<file path="src/rtl/uart_job_framer_if.sv">
// Byte-stream in, validated hashing job out, plus error strobe and job counter.
// The framer connects through the slave modport; the UART/hasher side uses master.
interface uart_job_framer_if;
  logic         in_valid;
  logic [7:0]   in_data;
  logic         in_ready;
  logic         out_valid;
  logic         out_ready;
  logic [95:0]  out_data;
  logic [255:0] out_state;
  logic [255:0] out_target;
  logic [31:0]  out_position;
  logic [31:0]  out_nonce_base;
  logic         err_valid;
  logic [1:0]   err_code;
  logic [15:0]  stat_jobs;

  modport master (
    output in_valid, in_data, out_ready,
    input  in_ready, out_valid, out_data, out_state, out_target,
           out_position, out_nonce_base, err_valid, err_code, stat_jobs
  );

  modport slave (
    input  in_valid, in_data, out_ready,
    output in_ready, out_valid, out_data, out_state, out_target,
           out_position, out_nonce_base, err_valid, err_code, stat_jobs
  );
endinterface

</file>
<file path="src/rtl/uart_job_framer.sv">
// Hunts for a sync byte, assembles an 84-byte XOR-protected work packet and
// presents it to the hasher on a valid/ready handshake; bad frames strobe an error.
module uart_job_framer #(
  parameter int          TIMEOUT_CYCLES = 1_000_000,
  parameter logic [7:0]  SYNC_BYTE      = 8'hA5
) (
  input  logic              clk,
  input  logic              rstn,
  uart_job_framer_if.slave  bus
);

  localparam int PAYLOAD_BYTES = 84;
  localparam int TW            = $clog2(TIMEOUT_CYCLES);
  localparam logic [TW-1:0] TIMER_LAST = TW'(TIMEOUT_CYCLES - 1);
  localparam logic [6:0]    IDX_LAST   = 7'(PAYLOAD_BYTES - 1);

  localparam logic [1:0] ST_IDLE    = 2'd0;
  localparam logic [1:0] ST_PAYLOAD = 2'd1;
  localparam logic [1:0] ST_CHECK   = 2'd2;
  localparam logic [1:0] ST_HOLD    = 2'd3;

  localparam logic [1:0] ERR_SYNC    = 2'd1;
  localparam logic [1:0] ERR_CSUM    = 2'd2;
  localparam logic [1:0] ERR_TIMEOUT = 2'd3;

  logic [1:0]    state_reg, state_next;
  logic [6:0]    idx_reg, idx_next;
  logic [7:0]    csum_reg, csum_next;
  logic [TW-1:0] timer_reg, timer_next;
  logic          err_valid_reg, err_valid_next;
  logic [1:0]    err_code_reg, err_code_next;
  logic [15:0]   stat_jobs_reg, stat_jobs_next;
  logic [7:0]    payload_reg [PAYLOAD_BYTES];

  logic accept;
  logic in_frame;
  logic timeout_hit;
  logic payload_we;

  assign accept      = bus.in_valid && (state_reg != ST_HOLD);
  assign in_frame    = (state_reg == ST_PAYLOAD) || (state_reg == ST_CHECK);
  // An accepted byte in the threshold cycle wins over the timeout.
  assign timeout_hit = in_frame && !accept && (timer_reg == TIMER_LAST);
  assign payload_we  = (state_reg == ST_PAYLOAD) && accept;

  always_comb begin
    state_next     = state_reg;
    idx_next       = idx_reg;
    csum_next      = csum_reg;
    stat_jobs_next = stat_jobs_reg;
    err_valid_next = 1'b0;
    err_code_next  = 2'd0;
    case (state_reg)
      ST_IDLE: begin
        if (accept) begin
          if (bus.in_data == SYNC_BYTE) begin
            idx_next   = '0;
            csum_next  = '0;
            state_next = ST_PAYLOAD;
          end else begin
            err_valid_next = 1'b1;
            err_code_next  = ERR_SYNC;
          end
        end
      end
      ST_PAYLOAD: begin
        // Sync-valued bytes here are plain data; no mid-frame resync.
        if (accept) begin
          csum_next = csum_reg ^ bus.in_data;
          idx_next  = idx_reg + 7'd1;
          if (idx_reg == IDX_LAST) begin
            state_next = ST_CHECK;
          end
        end else if (timeout_hit) begin
          err_valid_next = 1'b1;
          err_code_next  = ERR_TIMEOUT;
          state_next     = ST_IDLE;
        end
      end
      ST_CHECK: begin
        if (accept) begin
          if (bus.in_data == csum_reg) begin
            state_next = ST_HOLD;
          end else begin
            err_valid_next = 1'b1;
            err_code_next  = ERR_CSUM;
            state_next     = ST_IDLE;
          end
        end else if (timeout_hit) begin
          err_valid_next = 1'b1;
          err_code_next  = ERR_TIMEOUT;
          state_next     = ST_IDLE;
        end
      end
      ST_HOLD: begin
        if (bus.out_ready) begin
          state_next     = ST_IDLE;
          stat_jobs_next = stat_jobs_reg + 16'd1;
        end
      end
      default: state_next = ST_IDLE;
    endcase
  end

  // Idle-cycle counter runs only inside a frame and restarts on every byte.
  always_comb begin
    timer_next = '0;
    if (in_frame && !accept && !timeout_hit) begin
      timer_next = timer_reg + TW'(1);
    end
  end

  always_ff @(posedge clk or negedge rstn) begin
    if (!rstn) begin
      state_reg     <= ST_IDLE;
      idx_reg       <= '0;
      csum_reg      <= '0;
      timer_reg     <= '0;
      err_valid_reg <= 1'b0;
      err_code_reg  <= 2'd0;
      stat_jobs_reg <= '0;
    end else begin
      state_reg     <= state_next;
      idx_reg       <= idx_next;
      csum_reg      <= csum_next;
      timer_reg     <= timer_next;
      err_valid_reg <= err_valid_next;
      err_code_reg  <= err_code_next;
      stat_jobs_reg <= stat_jobs_next;
    end
  end

  // Payload bytes land directly in the job registers; frozen outside PAYLOAD.
  always_ff @(posedge clk or negedge rstn) begin
    if (!rstn) begin
      for (int k = 0; k < PAYLOAD_BYTES; k++) begin
        payload_reg[k] <= '0;
      end
    end else if (payload_we) begin
      for (int k = 0; k < PAYLOAD_BYTES; k++) begin
        if (idx_reg == 7'(k)) begin
          payload_reg[k] <= bus.in_data;
        end
      end
    end
  end

  logic [95:0]  data_w;
  logic [255:0] state_w;
  logic [255:0] target_w;
  logic [31:0]  position_w;
  logic [31:0]  nonce_w;

  genvar gi;
  generate
    for (gi = 0; gi < 12; gi++) begin : g_data
      assign data_w[8*gi +: 8] = payload_reg[gi];
    end
    // Midstate words arrive big-endian: first byte of a word is its MSB.
    for (gi = 0; gi < 32; gi++) begin : g_state
      assign state_w[32*(gi/4) + 8*(3-(gi%4)) +: 8] = payload_reg[12+gi];
    end
    for (gi = 0; gi < 32; gi++) begin : g_target
      assign target_w[8*gi +: 8] = payload_reg[44+gi];
    end
    for (gi = 0; gi < 4; gi++) begin : g_tail
      assign position_w[8*gi +: 8] = payload_reg[76+gi];
      assign nonce_w[8*gi +: 8]    = payload_reg[80+gi];
    end
  endgenerate

  assign bus.in_ready       = (state_reg != ST_HOLD);
  assign bus.out_valid      = (state_reg == ST_HOLD);
  assign bus.out_data       = data_w;
  assign bus.out_state      = state_w;
  assign bus.out_target     = target_w;
  assign bus.out_position   = position_w;
  assign bus.out_nonce_base = nonce_w;
  assign bus.err_valid      = err_valid_reg;
  assign bus.err_code       = err_code_reg;
  assign bus.stat_jobs      = stat_jobs_reg;

endmodule

</file>
<file path="src/flat_wrapper.sv">
// flat-port wrapper written by rule: the top's interface ports become plain ports
module uart_job_framer_flat 
#(
  parameter int          TIMEOUT_CYCLES = 1_000_000,
  parameter logic [7:0]  SYNC_BYTE      = 8'hA5
)
  (clk, rstn, bus_in_valid, bus_in_data, bus_out_ready, bus_in_ready, bus_out_valid, bus_out_data, bus_out_state, bus_out_target, bus_out_position, bus_out_nonce_base, bus_err_valid, bus_err_code, bus_stat_jobs);
  uart_job_framer_if bus_i ();
  input  logic clk;
  input  logic rstn;
  input wire logic [$bits(bus_i.in_valid)-1:0] bus_in_valid;
  input wire logic [$bits(bus_i.in_data)-1:0] bus_in_data;
  input wire logic [$bits(bus_i.out_ready)-1:0] bus_out_ready;
  output wire logic [$bits(bus_i.in_ready)-1:0] bus_in_ready;
  output wire logic [$bits(bus_i.out_valid)-1:0] bus_out_valid;
  output wire logic [$bits(bus_i.out_data)-1:0] bus_out_data;
  output wire logic [$bits(bus_i.out_state)-1:0] bus_out_state;
  output wire logic [$bits(bus_i.out_target)-1:0] bus_out_target;
  output wire logic [$bits(bus_i.out_position)-1:0] bus_out_position;
  output wire logic [$bits(bus_i.out_nonce_base)-1:0] bus_out_nonce_base;
  output wire logic [$bits(bus_i.err_valid)-1:0] bus_err_valid;
  output wire logic [$bits(bus_i.err_code)-1:0] bus_err_code;
  output wire logic [$bits(bus_i.stat_jobs)-1:0] bus_stat_jobs;
  assign bus_i.in_valid = bus_in_valid;
  assign bus_i.in_data = bus_in_data;
  assign bus_i.out_ready = bus_out_ready;
  assign bus_in_ready = bus_i.in_ready;
  assign bus_out_valid = bus_i.out_valid;
  assign bus_out_data = bus_i.out_data;
  assign bus_out_state = bus_i.out_state;
  assign bus_out_target = bus_i.out_target;
  assign bus_out_position = bus_i.out_position;
  assign bus_out_nonce_base = bus_i.out_nonce_base;
  assign bus_err_valid = bus_i.err_valid;
  assign bus_err_code = bus_i.err_code;
  assign bus_stat_jobs = bus_i.stat_jobs;
  uart_job_framer #(.TIMEOUT_CYCLES(TIMEOUT_CYCLES), .SYNC_BYTE(SYNC_BYTE)) u_core (.clk(clk), .rstn(rstn), .bus(bus_i));
endmodule
</file>
<file path="config.mk">
export PLATFORM = sky130hd
export DESIGN_NAME = uart_job_framer_flat
export DESIGN_NICKNAME = d
export VERILOG_FILES = /design/src/rtl/uart_job_framer_if.sv /design/src/rtl/uart_job_framer.sv /design/src/flat_wrapper.sv
export SDC_FILE = /design/constraint.sdc
export NUM_CORES = 1
export LEC_CHECK = 0
export ABC_AREA = 1
export CAP_MARGIN = 0
export CORE_AREA = 4 4 270 272
export DETAILED_ROUTE_END_ITERATION = 12
export DIE_AREA = 0 0 274 276
export GPL_ROUTABILITY_DRIVEN = 0
export GPL_TIMING_DRIVEN = 1
export MAX_ROUTING_LAYER = met4
export PLACE_DENSITY = 0.68
export SLEW_MARGIN = 10
export SYNTH_ARGS = -nofsm -noshare
export SYNTH_HDL_FRONTEND = slang
export SYNTH_SLANG_ARGS = --single-unit
</file>
<file path="constraint.sdc">
create_clock -name clk -period 2.07 [get_ports clk]
set_clock_uncertainty 0.15 [all_clocks]
set_input_delay 0.414 -clock clk [delete_from_list [all_inputs] [get_ports clk]]
set_output_delay 0.414 -clock clk [all_outputs]
set_load 0.01 [all_outputs]
</file>
Yosys cells after proc, flatten, opt, wreduce, memory -nomap -nowiden
Cells that the tools add are included.

Register bits after elaboration: 728. Bits in latches: 0. Bits in writable memories: 0. Bits in read-only memories: 0. Input bits: 12. Output and inout port bits: 693. Word-level logic and storage cells: 320. Memories kept: 0.

Add/sub/neg operators: 3. $mul: 0. Divide/modulo/power cells: 0. Magnitude comparators: 0. Equality and inequality tests: 95. Shift-type cells: 0. Multiplexer cells: 32. Bitwise gates (word level): 1. Reduce and logical (&&, ||, !) cells: 98.

Operators by type and width (number): 7-bit by 6-bit equality test with 1-bit output (second input constant) (32); 2-bit AND reduction (85); 7-bit equality test (second input constant) (20); 7-bit by 5-bit equality test with 1-bit output (second input constant) (16); 7-bit by 4-bit equality test with 1-bit output (second input constant) (8); 7-bit by 3-bit equality test with 1-bit output (second input constant) (4); 2-bit 2-to-1 mux (13); 8-bit 2-to-1 mux (3); 7-bit 2-to-1 mux (3); 20-bit by 1-bit adder with 20-bit output (second input constant) (1); 20-bit equality test (second input constant) (1); 20-bit 2-to-1 mux (1); 16-bit by 1-bit adder with 16-bit output (second input constant) (1); 8-bit case mux with 2 select lines (1); 7-bit by 2-bit equality test with 1-bit output (second input constant) (2); 7-bit case mux with 2 select lines (1); 8-bit equality test (1); 8-bit equality test (second input constant) (1); 2-bit case mux with 4 select lines (1); 4-bit AND reduction (2); 8-bit bitwise XOR (1); 7-bit by 1-bit adder with 7-bit output (second input constant) (1); 7-bit by 1-bit equality test with 1-bit output (second input constant) (1); 7-bit logical NOT (1); 13 further kinds (28).

Logic depth before layout (Yosys ltp)
Depth after elaboration: 8. Mapped depth: 12.

Worst setup path after synthesis
OpenSTA, ideal clock, no wires.

Path type: reg-to-reg. From: register u_core.state_reg[0]. To: register u_core.payload_reg, in the netlist u_core.bus.out_target[23]. Library setup time: 131 ps. Arrival: 1908 ps. Required time: 1789 ps. Setup slack: -119 ps. Cell stages (with the launch flop): 12. Period minus slack after synthesis: 2189 ps. Cells stage by stage: dfrtp_1 -> ha_1 -> inv_2 -> nand2_4 -> nor2_8 -> inv_4 -> buf_6 -> nor3_2 -> nand2_1 -> buf_2 -> nand2_1 -> o21ai_1.

Longest elaborated chain between the ends: 4. Elaborated cells on any way between the ends: 5.

Ends and longest elaborated chain: from (decl) (RTL line uart_job_framer.sv:26) `logic [1:0] state_reg, state_next;`; from (signal assigned) (RTL line uart_job_framer.sv:123) `state_reg <= state_next;`; 2-bit != test; named net bus_in_ready (RTL line flat_wrapper.sv:14) `output wire logic [$bits(bus_i.in_ready)-1:0] bus_in_ready;`; 1-bit logical AND (RTL line uart_job_framer.sv:40) `assign accept = bus.in_valid && (state_reg != ST_HOLD);`; 1-bit logical AND (RTL line uart_job_framer.sv:44) `assign payload_we = (state_reg == ST_PAYLOAD) && accept;`; 2-bit AND reduction (no line); to (signal, indexed assignment) (RTL line uart_job_framer.sv:142) `payload_reg[k] <= bus.in_data;`; to (decl) (RTL line uart_job_framer.sv:33) `logic [7:0] payload_reg [PAYLOAD_BYTES];`.

The timed path passes the listed nets, and every way through them passes these cells. A chain may end at the register's enable or synchronous reset.

Worst setup path in the final report
From: register u_core.state_reg[1]. To: register u_core.payload_reg, in the netlist u_core.bus.out_target[80].

Longest elaborated chain between the ends: 4. Elaborated cells on any way between the ends: 5.

Ends and longest elaborated chain (RTL line): 2-bit != test (uart_job_framer.sv:40); 1-bit logical AND (uart_job_framer.sv:40); 1-bit logical AND (*) (uart_job_framer.sv:44); 2-bit AND reduction (no line) (*).

Mark *: on every way between the ends. The rest lies on a longest branch, timed or not.

==> metrics.md <==
| Metric | Value |
|---|---|
| Status | complete, but fails checks |
| Failing checks | negative setup slack |
| Largest net degree at the start of global routing | 89 |
| Net count, final | 3587 |
| Vias after detailed routing | 23000 |
| Register area | 18200 sq um |
| Mapped Cells | 2678 |
| Total gr overflow | 0 |
| Arrival @ worst endpoint | 2.52 ns |
| Register area share after synthesis | 66.7% |
| Post-layout util | 57.8% |
| Worst-path fanout max | 8 |
| Cell Count, Final, Fillers Out | 4577 |
| CTS tree | yes |
| Critical path type | reg -> reg |
| Layout fillers | 6194 |
| Finish-stage setup viols | 93 |
| Initial antenna violation count | 6 |
| Synth warn | 0 |
| Fin. max-slew vios | 0 |
| Crit path buf inv count | 4 |
| Fmax | 459 MHz |
| Setup TNS | -4.34 ns |
| Placed Instances | 4377 |
| 1st-pass router iterations | 5 |
| Reg-to-Reg End | u_core.bus.out_target[80] |
| CTS Buf Count | 78 |
| Critical-path top delay cell | dfrtp_2 |
| Largest buffer count on any clock path | 3 |
| Initial DRC count | 1826 |
| Synth top area cells | dfrtp_1, nand2_1, o21ai_0, o21ai_1, clkbuf_1 |
| Dpl hpwl | 67600 um |
| Static Leak | 21.7 nW |
| Max stage delay on crit path | 0.43 ns |
| Standard-cell rows | 98 |
| Overall die width | 274 um |
| Root buffer cell | clkbuf_16 |
| # DRC | 0 |
| Yosys top cell by area | dfrtp_1 |
| PwrDens | 1060 nW/um^2 |
| Fin area | 40900 sq um |
| FF+latch count, synth | 728 |
| Post-DP Area | 37500 sq um |
| Final hold slack | 0.141 ns |
| Post-route clock period utilization | 105% |
| Area of the core | 70800 sq um |
| Clock slew seen by the registers of the worst setup and hold paths | 0.06 ns |
| Final Hold Vio Count | 0 |
| Synth Net Count | 2702 |
| H-tree depth | 3 |
| CP Capture Type | flop |
| Flop-to-flop setup slack | -0.11 ns |
| Yosys top cell area share | 66.7% |
| Share of post-route cells with drive strength above 1 | 15.4% |
| Die area | 75600 sq um |
| Clk_lat worst skew | 0.61 ns |
| CTS sink cnt | 728 |
| GRT Overall Usage | 26.2% |
| Post-route ant nets | 0 |
| Worst IR Drop VDD | 0.855 mV |
| Slew margin rel. | 64.6% |
| Die Span Y | 276 um |
| Syn Area/Cell | 10.2 sq um |
| Most frequent cell after synthesis | nand2_1 |
| DR vias/cell | 5.02 |
| Worst min path class | in -> async |
| Vias in the first global route | 22500 |
| Startpoint types | flop |
| DR WL/cell | 21.9 um |
| Post-synth top flop | dfrtp_1 |
| Top delay family on crit path | simple AND/OR/NAND/NOR gates |
| Global-route wire length before repair | 146000 um |
| Number of enable flip-flop cells after synthesis | 0 |
| FFs w/ async S/R, synth | 100% |
| Top-Level Pins | 705 |
| Req. time, crit path | 2.42 ns |
| Drt total wl | 100000 um |
| Yosys cell types | 36 |
| Final min period | 2.18 ns |
| RSZ-0062 raised after global routing | yes |
| Area Growth Syn to Fin | 49.7% |
| Cell area after synthesis | 27300 sq um |
| R2R cell count | 10 |
| Final setup margin | -0.107 ns |
| Top cells by count, synth | nand2_1, dfrtp_1, o21ai_0, o21ai_1, clkbuf_1 |
| Multi-input gate area | 8950 sq um |
| Critical path cell sequence | ha_4, clkinv_4, nand2_8, nor2_8, inv_8, nor3_4, buf_12, buf_16, nand2_8, o21ai_0 |
| FF-to-FF Start | u_core.state_reg[1] |
| Max cap viols | 0 |
| Worst-Margin Slew | 0.530 ns |
| Critical Path Most Common Cell | nand2_8 |
| # port buffers | 704 |
| Initial Util | 38.6% |
## layout by cell type, fill, tap and decap left out, drive strengths merged, types with 8 or more instances in the layout
cell,count
dlygate4sd2,691
clkdlybuf4s50,10
o21ai,676
dfrtp,728
nor3,34
o22ai,8
nand2,854
ha,12
inv,54
clkbuf,119
clkinv,20
xor2,16
nand3,22
buf,254
a21oi,8
nor2,68
## worst max path at each step
stage,startpoint,endpoint,cells after the start
2_1_floorplan,u_core.state_reg[0],u_core.bus.out_target[141],11
3_3_place_gp,bus_in_valid,u_core.bus.out_state[211],10
3_5_place_dp,bus_in_valid,u_core.bus.out_data[32],10
4_1_cts,u_core.state_reg[1],u_core.bus.out_target[88],11
5_1_grt,u_core.state_reg[1],u_core.bus.out_target[40],12
6_report,u_core.state_reg[1],u_core.bus.out_target[80],10
## repair_timing
item / 4_1_cts / 5_1_grt
hold endpoints to repair: 438 / 0
setup buffers: 19 / 15
cloned: 9 / 15
gates resized for setup: 809 / 155
hold buffers: 1 / 0
setup endpoints to repair: 985 / 615
pin swaps: 8 / 18
## worst reg2reg max path, stage by stage (launching register included)
cell and delay, ns:
dfrtp_2 0.43, ha_4 0.18, clkinv_4 0.06, nand2_8 0.06
nor2_8 0.13, inv_8 0.08, nor3_4 0.25, buf_12 0.17
buf_16 0.20, nand2_8 0.10, o21ai_0 0.26
## metrics by stage
stage | setup slack, ns | total power [mW]
2_1_floorplan | -0.0156 | 22.3
3_3_place_gp | -0.562 | 29.5
3_5_place_dp | -0.553 | 29.7
4_1_cts | -0.0750 | 43.1
5_1_grt | -0.183 | 45.4
6_report | -0.107 | 43.3
## layer usage
metal	vias up	global-route usage, %	part of all wire (%)
met5	-	-	0
met4	0	9.91	4.2
met3	200	6.35	7.6
met2	900	41.0	47
met1	11300	33.1	41
li1	10600	-	-
## kinds of logic (layout without fill, tap and decap cells)
| logic type | count (synthesis) | count (layout) | synth area share [%] |
|---|---|---|---|
| AO/OA/AOI/OAI | 697 | 697 | 12.8 |
| XOR/XNOR | 23 | 23 | 0.737 |
| adder cells (fa/ha/maj) | 12 | 12 | 0.549 |
| buffers and inverters | 228 | 1163 | 3.80 |
| flip-flops | 728 | 728 | 66.7 |
| multiplexers | 1 | 1 | 0.0412 |
| other | 0 | 7 | 0 |
| AND/OR/NAND/NOR | 989 | 996 | 15.4 |
## power by group
part	internal [mW]	total (mW)	switching, mW	leakage, nW
combinational	4.65	11.0	6.38	10.5
sequential	16.6	17.9	1.34	10.0
clock	8.54	14.4	5.81	1.28
total	29.8	43.3	13.5	21.7
## cell type report
type	count	share of cell area, %
clock inverter	25	0.856
timing repair buffer	963	23.5
antenna	7	0.0428
clock buffer	112	5.58
sequential	728	44.5
multi-input combinational	1729	21.9
timing repair inverter	1	0.0275
inverter	62	0.648
tap	950	2.91
No activity file was read; power rests on OpenSTA's default activity.
